**src/rtl/multicycle_control.sv**
```systemverilog
// Control FSM for the multicycle RV32I core: sequences fetch/decode/execute/memory/writeback
// strobes, with a mem_ready timeout and sticky traps for illegal opcodes and bus timeouts.
package multicycle_control_pkg;
   typedef enum logic [1:0] {
      ALUOP_ADD  = 2'd0,
      ALUOP_FUNC = 2'd1,
      ALUOP_IMM  = 2'd2
   } aluop_t;
endpackage

module multicycle_control
   import multicycle_control_pkg::*;
#(
   parameter int TIMEOUT_CYCLES = 255,
   parameter int CNT_W          = $clog2(TIMEOUT_CYCLES + 1)
) (
   input  logic       clk,
   input  logic       reset,
   input  logic [6:0] opcode,
   input  logic       branch_taken,
   input  logic       mem_ready,
   output logic       CTL_IorD,
   output logic       CTL_MemRead,
   output logic       CTL_MemWrite,
   output logic       CTL_IRWrite,
   output logic       CTL_RegWrite,
   output logic [1:0] CTL_MemToReg,
   output logic [1:0] CTL_PCSrc,
   output logic       CTL_PCWriteCond,
   output logic       CTL_PCWrite,
   output logic [1:0] CTL_ALUSrcA,
   output logic [2:0] CTL_ALUSrcB,
   output aluop_t     CTL_ALUOp,
   output logic       instr_retired,
   output logic       illegal_instr,
   output logic       bus_error,
   output logic [3:0] state_dbg
);

   // A zero timeout yields a zero-width counter; keep at least one bit.
   localparam int CW = (CNT_W > 0) ? CNT_W : 1;
   localparam logic [CW-1:0] CNT_LAST = (TIMEOUT_CYCLES > 0) ? CW'(TIMEOUT_CYCLES - 1) : '0;

   localparam logic [6:0] OP_LOAD   = 7'b0000011;
   localparam logic [6:0] OP_STORE  = 7'b0100011;
   localparam logic [6:0] OP_RTYPE  = 7'b0110011;
   localparam logic [6:0] OP_ITYPE  = 7'b0010011;
   localparam logic [6:0] OP_LUI    = 7'b0110111;
   localparam logic [6:0] OP_AUIPC  = 7'b0010111;
   localparam logic [6:0] OP_BRANCH = 7'b1100011;
   localparam logic [6:0] OP_JAL    = 7'b1101111;
   localparam logic [6:0] OP_JALR   = 7'b1100111;
   localparam logic [6:0] OP_FENCE  = 7'b0001111;

   typedef enum logic [3:0] {
      FETCH      = 4'd0,
      DECODE     = 4'd1,
      MEMADR     = 4'd2,
      MEMRD      = 4'd3,
      MEMWR      = 4'd4,
      MEMWB      = 4'd5,
      EXEC_R     = 4'd6,
      EXEC_I     = 4'd7,
      EXEC_LUI   = 4'd8,
      EXEC_AUIPC = 4'd9,
      ALUWB      = 4'd10,
      BRANCH     = 4'd11,
      JAL        = 4'd12,
      JALR       = 4'd13,
      PCINC      = 4'd14,
      TRAP       = 4'd15
   } state_t;

   state_t          state_q, state_d;
   logic [CW-1:0]   cnt_q, cnt_d;
   logic            illegal_q, illegal_d;
   logic            bus_err_q, bus_err_d;

   always_comb begin
      state_d   = state_q;
      cnt_d     = '0;
      illegal_d = illegal_q;
      bus_err_d = bus_err_q;
      case (state_q)
         FETCH, MEMRD, MEMWR: begin
            if (mem_ready) begin
               case (state_q)
                  FETCH:   state_d = DECODE;
                  MEMRD:   state_d = MEMWB;
                  default: state_d = PCINC;
               endcase
            end else if (TIMEOUT_CYCLES != 0) begin
               if (cnt_q == CNT_LAST) begin
                  state_d   = TRAP;
                  bus_err_d = 1'b1;
               end else begin
                  cnt_d = cnt_q + CW'(1);
               end
            end
         end
         DECODE: begin
            case (opcode)
               OP_LOAD, OP_STORE: state_d = MEMADR;
               OP_RTYPE:          state_d = EXEC_R;
               OP_ITYPE:          state_d = EXEC_I;
               OP_LUI:            state_d = EXEC_LUI;
               OP_AUIPC:          state_d = EXEC_AUIPC;
               OP_BRANCH:         state_d = BRANCH;
               OP_JAL:            state_d = JAL;
               OP_JALR:           state_d = JALR;
               OP_FENCE:          state_d = PCINC;
               default: begin
                  state_d   = TRAP;
                  illegal_d = 1'b1;
               end
            endcase
         end
         MEMADR:                             state_d = (opcode == OP_STORE) ? MEMWR : MEMRD;
         EXEC_R, EXEC_I, EXEC_LUI, EXEC_AUIPC: state_d = ALUWB;
         ALUWB, MEMWB, PCINC, BRANCH, JAL, JALR: state_d = FETCH;
         TRAP:                               state_d = TRAP;
         default:                            state_d = TRAP;
      endcase
   end

   always_ff @(posedge clk) begin
      if (reset) begin
         state_q   <= FETCH;
         cnt_q     <= '0;
         illegal_q <= 1'b0;
         bus_err_q <= 1'b0;
      end else begin
         state_q   <= state_d;
         cnt_q     <= cnt_d;
         illegal_q <= illegal_d;
         bus_err_q <= bus_err_d;
      end
   end

   // Strobes decode from the registered state; reset masks everything, including the flags.
   always_comb begin
      CTL_IorD        = 1'b0;
      CTL_MemRead     = 1'b0;
      CTL_MemWrite    = 1'b0;
      CTL_IRWrite     = 1'b0;
      CTL_RegWrite    = 1'b0;
      CTL_MemToReg    = 2'd0;
      CTL_PCSrc       = 2'd0;
      CTL_PCWriteCond = 1'b0;
      CTL_PCWrite     = 1'b0;
      CTL_ALUSrcA     = 2'd0;
      CTL_ALUSrcB     = 3'd0;
      CTL_ALUOp       = ALUOP_ADD;
      instr_retired   = 1'b0;
      illegal_instr   = 1'b0;
      bus_error       = 1'b0;
      state_dbg       = '0;
      if (!reset) begin
         illegal_instr = illegal_q;
         bus_error     = bus_err_q;
         state_dbg     = state_q;
         case (state_q)
            FETCH: begin
               CTL_MemRead = 1'b1;
               CTL_IRWrite = mem_ready;
            end
            MEMADR: begin
               CTL_ALUSrcA = 2'd1;
               CTL_ALUSrcB = 3'd2;
            end
            MEMRD: begin
               CTL_IorD    = 1'b1;
               CTL_MemRead = 1'b1;
               CTL_ALUSrcA = 2'd1;
               CTL_ALUSrcB = 3'd2;
            end
            MEMWR: begin
               CTL_IorD     = 1'b1;
               CTL_MemWrite = 1'b1;
               CTL_ALUSrcA  = 2'd1;
               CTL_ALUSrcB  = 3'd2;
            end
            EXEC_R: begin
               CTL_ALUSrcA = 2'd1;
               CTL_ALUSrcB = 3'd0;
               CTL_ALUOp   = ALUOP_FUNC;
            end
            EXEC_I: begin
               CTL_ALUSrcA = 2'd1;
               CTL_ALUSrcB = 3'd2;
               CTL_ALUOp   = ALUOP_IMM;
            end
            EXEC_LUI: begin
               CTL_ALUSrcA = 2'd2;
               CTL_ALUSrcB = 3'd2;
            end
            EXEC_AUIPC: begin
               CTL_ALUSrcA = 2'd0;
               CTL_ALUSrcB = 3'd2;
            end
            ALUWB: begin
               CTL_RegWrite  = 1'b1;
               CTL_ALUSrcB   = 3'd1;
               CTL_PCWrite   = 1'b1;
               instr_retired = 1'b1;
            end
            MEMWB: begin
               CTL_RegWrite  = 1'b1;
               CTL_MemToReg  = 2'd1;
               CTL_ALUSrcB   = 3'd1;
               CTL_PCWrite   = 1'b1;
               instr_retired = 1'b1;
            end
            PCINC: begin
               CTL_ALUSrcB   = 3'd1;
               CTL_PCWrite   = 1'b1;
               instr_retired = 1'b1;
            end
            BRANCH: begin
               CTL_PCWriteCond = 1'b1;
               CTL_ALUSrcB     = branch_taken ? 3'd3 : 3'd1;
               CTL_PCWrite     = 1'b1;
               instr_retired   = 1'b1;
            end
            JAL: begin
               CTL_RegWrite  = 1'b1;
               CTL_MemToReg  = 2'd2;
               CTL_ALUSrcB   = 3'd3;
               CTL_PCWrite   = 1'b1;
               instr_retired = 1'b1;
            end
            JALR: begin
               CTL_RegWrite  = 1'b1;
               CTL_MemToReg  = 2'd2;
               CTL_ALUSrcA   = 2'd1;
               CTL_ALUSrcB   = 3'd2;
               CTL_PCSrc     = 2'd2;
               CTL_PCWrite   = 1'b1;
               instr_retired = 1'b1;
            end
            default: ;
         endcase
      end
   end

endmodule

```
**config.mk**
```make
export PLATFORM = sky130hd
export DESIGN_NAME = multicycle_control
export DESIGN_NICKNAME = d
export VERILOG_FILES = /design/src/rtl/multicycle_control.sv
export SDC_FILE = /design/constraint.sdc
export NUM_CORES = 1
export LEC_CHECK = 0
export ABC_AREA = 1
export CORE_MARGIN = 2
export CORE_UTILIZATION = 47
export CTS_BUF_LIST = sky130_fd_sc_hd__clkbuf_2 sky130_fd_sc_hd__clkbuf_4 sky130_fd_sc_hd__clkbuf_8
export CTS_CLUSTER_SIZE = 12
export DETAILED_ROUTE_END_ITERATION = 7
export PLACE_DENSITY_LB_ADDON = 0.08
export REMOVE_ABC_BUFFERS = 1
export SLEW_MARGIN = 20
export SYNTH_ARGS = -nofsm -noshare
export SYNTH_HDL_FRONTEND = slang
export SYNTH_SLANG_ARGS = --single-unit
```
**constraint.sdc**
```tcl
create_clock -name clk -period 1.5 [get_ports clk]
set_input_delay 0.225 -clock clk [delete_from_list [all_inputs] [get_ports clk]]
set_output_delay 0.225 -clock clk [all_outputs]
set_load 0.05 [all_outputs]
```
==> flow_summary.toml, run 1 <==
[clocking]
cts_buffers = 3
postCtsSetupBuffers = 8
hold_buffers = 0
clock_tree.buffer_depth = 2
htree_levels = 1
root_buffer = "clkbuf_4"
cts_resized = 62
clkSinkCount = 14

[logic_synthesis]
yosys.area_share.simple = 0.421
synthXorXnorAreaFrac = 0.0483
syn_inst = 185
synth_fa_ha_area_frac = 0.0230
synth_compound_area_frac = 0.111
synthMostInstantiatedCell = "nor2_1"
synthArstFlopShare = 0
synth_cell_types = 31
yosysWarnings = 0
synth_top_area_share = 0.257
synthFlopType = "dfxtp_1"
yosysTopAreaCell = "dfxtp_1"
synthMuxAreaShare = 0
ys_ff_latch = 14
synth_seq_area_share = 0.257
synth_top_family_by_area = "simple AND/OR/NAND/NOR gates"
synth-edff-count = 0
synth_common_cells = "nor2_1 (47), nand2_1 (37), inv_1 (28), dfxtp_1 (14)"
synth_area_leaders = "dfxtp_1 (26%), nor2_1 (16%), nand2_1 (13%), inv_1 (9.7%), xor2_1 (4.0%)"
avgSynthCellArea_um2 = 5.88
synthesis.area_mm2 = 0.00109

[run_status]
haltStage = "clock tree synthesis"
outcome = "aborted with a tool error"
stop_error = "[ERROR DPL-0033] detailed placement checks failed during check placement."

[floorplan]
rows = 17
die_x_um = 52.1
io-pin-count = 36
initial_core_util = 0.497
die_h_um = 52.1

[placed_design]
dp_hpwl_um = 3080
place.gp.congestion = 0.907
placed_cells = 275
port_buffers = 33
==> logic make-up after synthesis <==
group                      after synthesis
adders and majority gates                2
and+or+nand+nor                        106
other                                    1
buffers and inverters                   36
DFF                                     14
AOI/OAI and AO/OA                       20
xor gates and xnor gates                 6
==> stage by stage <==
stage | hold slack [ns] | util | setup slack (ns) | instance area (um^2)
detailed placement | 0.459 | 0.864 | -0.207 | 1890
global placement | 0.446 | 0.864 | -0.137 | 1890
floorplan | 0.294 | - | -1.21 | 1060
==> run 2, diff against run 1 <==
- CORE_AREA: not set -> 2 2 63 65
- CORE_MARGIN: 2 -> not set
- CORE_UTILIZATION: 47 -> not set
- CTS_BUF_LIST: sky130_fd_sc_hd__clkbuf_2 sky130_fd_sc_hd__clkbuf_4 sky130_fd_sc_hd__clkbuf_8 -> not set
- CTS_CLUSTER_SIZE: 12 -> not set
- DIE_AREA: not set -> 0 0 65 67
- PLACE_DENSITY_LB_ADDON: 0.08 -> 0.15
==> run 2 against run 1 <==
The flow now finishes, with violations (setup timing). Area after synthesis did not move. Synthesized cell count did not move.
==> flow_summary.toml, run 2 <==
[timing]
max_freq_mhz = 567
fin_skew_ns = 0.00141
finalCritPeriodShare = 1.18
rsz0062_at_grt = "yes"
hold_violations = 0
drv_slew = 0
holdWs_ns = 0.465
setup_viol = 29
worst_slack_ns = -0.264
tns_ns = -3.37
fin_crit_ns = 1.76

[logic_synthesis]
yosysTopAreaCell = "dfxtp_1"
synthMostInstantiatedCell = "nor2_1"
avgSynthCellArea_um2 = 5.88
synth_common_cells = "nor2_1 (47), nand2_1 (37), inv_1 (28), dfxtp_1 (14)"
synth_cell_types = 31
ys_ff_latch = 14
synth_area_leaders = "dfxtp_1 (26%), nor2_1 (16%), nand2_1 (13%), inv_1 (9.7%), xor2_1 (4.0%)"
synth_top_area_share = 0.257
synth-edff-count = 0
synthesis.area_mm2 = 0.00109
yosysWarnings = 0
synth_seq_area_share = 0.257
syn_inst = 185
synthFlopType = "dfxtp_1"
synthArstFlopShare = 0

[grt]
grt_pass1_vias = 1456
grt_pass1_wl_um = 6060
track_usage = 0.181
grt_max_degree = 9
antenna_found_initial = 0
overflow = 0

[route]
routedWlPerCell_um = 13.3
ant_nets = 0
drtIter0Drc = 45
drcViolationCount = 0
firstDrtPassIters = 5
via_per_inst = 4.60
via_count = 1494
wl_um = 4340

[cells_and_area]
multi_input_area_um2 = 962
area_growth_pct = 136
largest_reg_flops = 8
drive_gt1_frac = 0.560
final_common_cell = "buf_4"
num-nets-final = 291
n_fill_cell = 267
finish.instance_area_mm2 = 0.00257
n_antenna_cell = 0
final_cell_mix = "buf_4 (39), nand2_1 (30), nor2_1 (29)"
reg_top3 = "cnt_q (8), state_q (4)"
regArea_um2 = 295
regMostFlops = "cnt_q"

[power_and_ir_drop]
power.density_mw_per_mm2 = 1670
power.internal_mw = 2.30
seq_power_share = 0.134
p_sw_frac = 0.466
switchingPower_mw = 2.00
p_comb_frac = 0.779
ir_worst_vdd_mv = 1.01
p_leak_nw = 1.16
clkPwrFrac = 0.088

[clocking]
clkSinkCount = 14
hold_buffers = 0
htree_levels = 1
root_buffer = "clkbuf_8"
cts_buffers = 3
clock_latency_ns = 0.25
clk_pin_slew_ns = 0.06
cts_tree = "yes"
clock_tree.buffer_depth = 2

[run_status]
failed_checks = "setup timing"
outcome = "finished with violations"

[floorplan]
coreArea_mm2 = 0.00361
die_x_um = 65
rows = 22
dieArea_mm2 = 0.00436
io-pin-count = 36
initial_core_util = 0.302
die_h_um = 67

[critical_path]
path_delay_family = "flip-flops"
cp_max_fo = 5
path_cells = "buf_4, nor2_4, a21oi_4, a31oi_4, or2_4, buf_12"
timing.critical_path.slowest_stage_cell = "dfxtp_4"
worst-setup-path-type = "flip-flop to output port"
worst_ep_arrival_time_ns = 1.54
cpPeakStageDelay_ns = 0.40
worstSetupEndpointType = "output port"
worst_ep_required_time_ns = 1.27
start_kind = "flip-flop"
cp.buffers_inverters = 2

[placed_design]
dp_hpwl_um = 2510
place.gp.congestion = 0.831
port_buffers = 33
placed_area_mm2 = 0.00195
pre_cts_ws_ns = -0.192

[run]
max_cap_violations = 0

[min_path]
hp-class = "flip-flop to flip-flop"
[run 2: final cells by class]
cell class                 count  share of cell area
timing repair buffer          92               0.418
multi-input combinational    136               0.374
sequential                    14               0.115
inverter                      31              0.0491
tap                           48              0.0233
clock buffer                   4              0.0214
[run 2: timing repair]
action,4_1_cts,5_1_grt
cloned,1,0
pin swaps,18,22
setup buffers,18,11
endpoints found under the hold margin,0,0
gates resized for setup,74,41
endpoints found under the setup margin,28,31
[run 2: worst register-to-register path, cell delays in order (launching register included)]
cell	delay (ns)
dfxtp_4	0.36
inv_4	0.06
buf_4	0.10
buf_6	0.12
nand2_4	0.06
buf_6	0.12
o21ai_4	0.18
nand2_4	0.07
nor2_4	0.18
inv_2	0.07
o21ai_2	0.12
nor2_1	0.06
[run 2: routing by layer]
| metal | up-vias | routed length [um] | global-route usage |
|---|---|---|---|
| met2 | 43 | 2380 | 0.348 |
| met4 | 0 | 79 | 0.0665 |
| met5 | - | 0 | 0 |
| li1 | 753 | - | - |
| met1 | 691 | 1730 | 0.191 |
| met3 | 7 | 144 | 0.0405 |
[run 2: per-stage QoR]
step / utilization / instances / power [mW]
final: 0.714 / 325 / 4.30
after global routing: 0.714 / 325 / 4.50
after CTS: 0.655 / 317 / 3.76
after detailed placement: 0.542 / 300 / 2.68
after global placement: 0.542 / 300 / 2.68
after floorplan: - / 181 / 1.61
[run 2: cell families after synthesis]
family | Yosys count | share of synthesized area
buf+inv | 36 | 0.136
other cells | 1 | 0.00344
flops | 14 | 0.257
compound gates | 20 | 0.111
simple gates | 106 | 0.421
fa+ha+maj | 2 | 0.0230
xor+xnor | 6 | 0.0483
[run 2: power by group through the flow]
stage	Clock (mW)	Combinational (mW)	Sequential [mW]
4_1_cts	0.381	2.83	0.543
2_1_floorplan	0	1.11	0.505
3_3_place_gp	0	2.17	0.502
6_report	0.376	3.35	0.576
5_1_grt	0.397	3.52	0.584
3_5_place_dp	0	2.18	0.506
[run 2: final timing paths]
| check | from | to | slack (ns) | cells after the start |
|---|---|---|---|---|
| worst max-delay path | state_q[0]$_SDFFE_PP0P_ | instr_retired | -0.26 | 6 |
| worst min-delay path | illegal_q$_SDFFE_PP0P_ | illegal_q$_SDFFE_PP0P_ | 0.47 | 1 |
| worst max register to register | state_q[3]$_SDFFE_PP0P_ | state_q[2]$_SDFFE_PP0P_ | -0.11 | 11 |
| worst min register to register | illegal_q$_SDFFE_PP0P_ | illegal_q$_SDFFE_PP0P_ | 0.47 | 1 |
(Power assumes the default switching activity.)
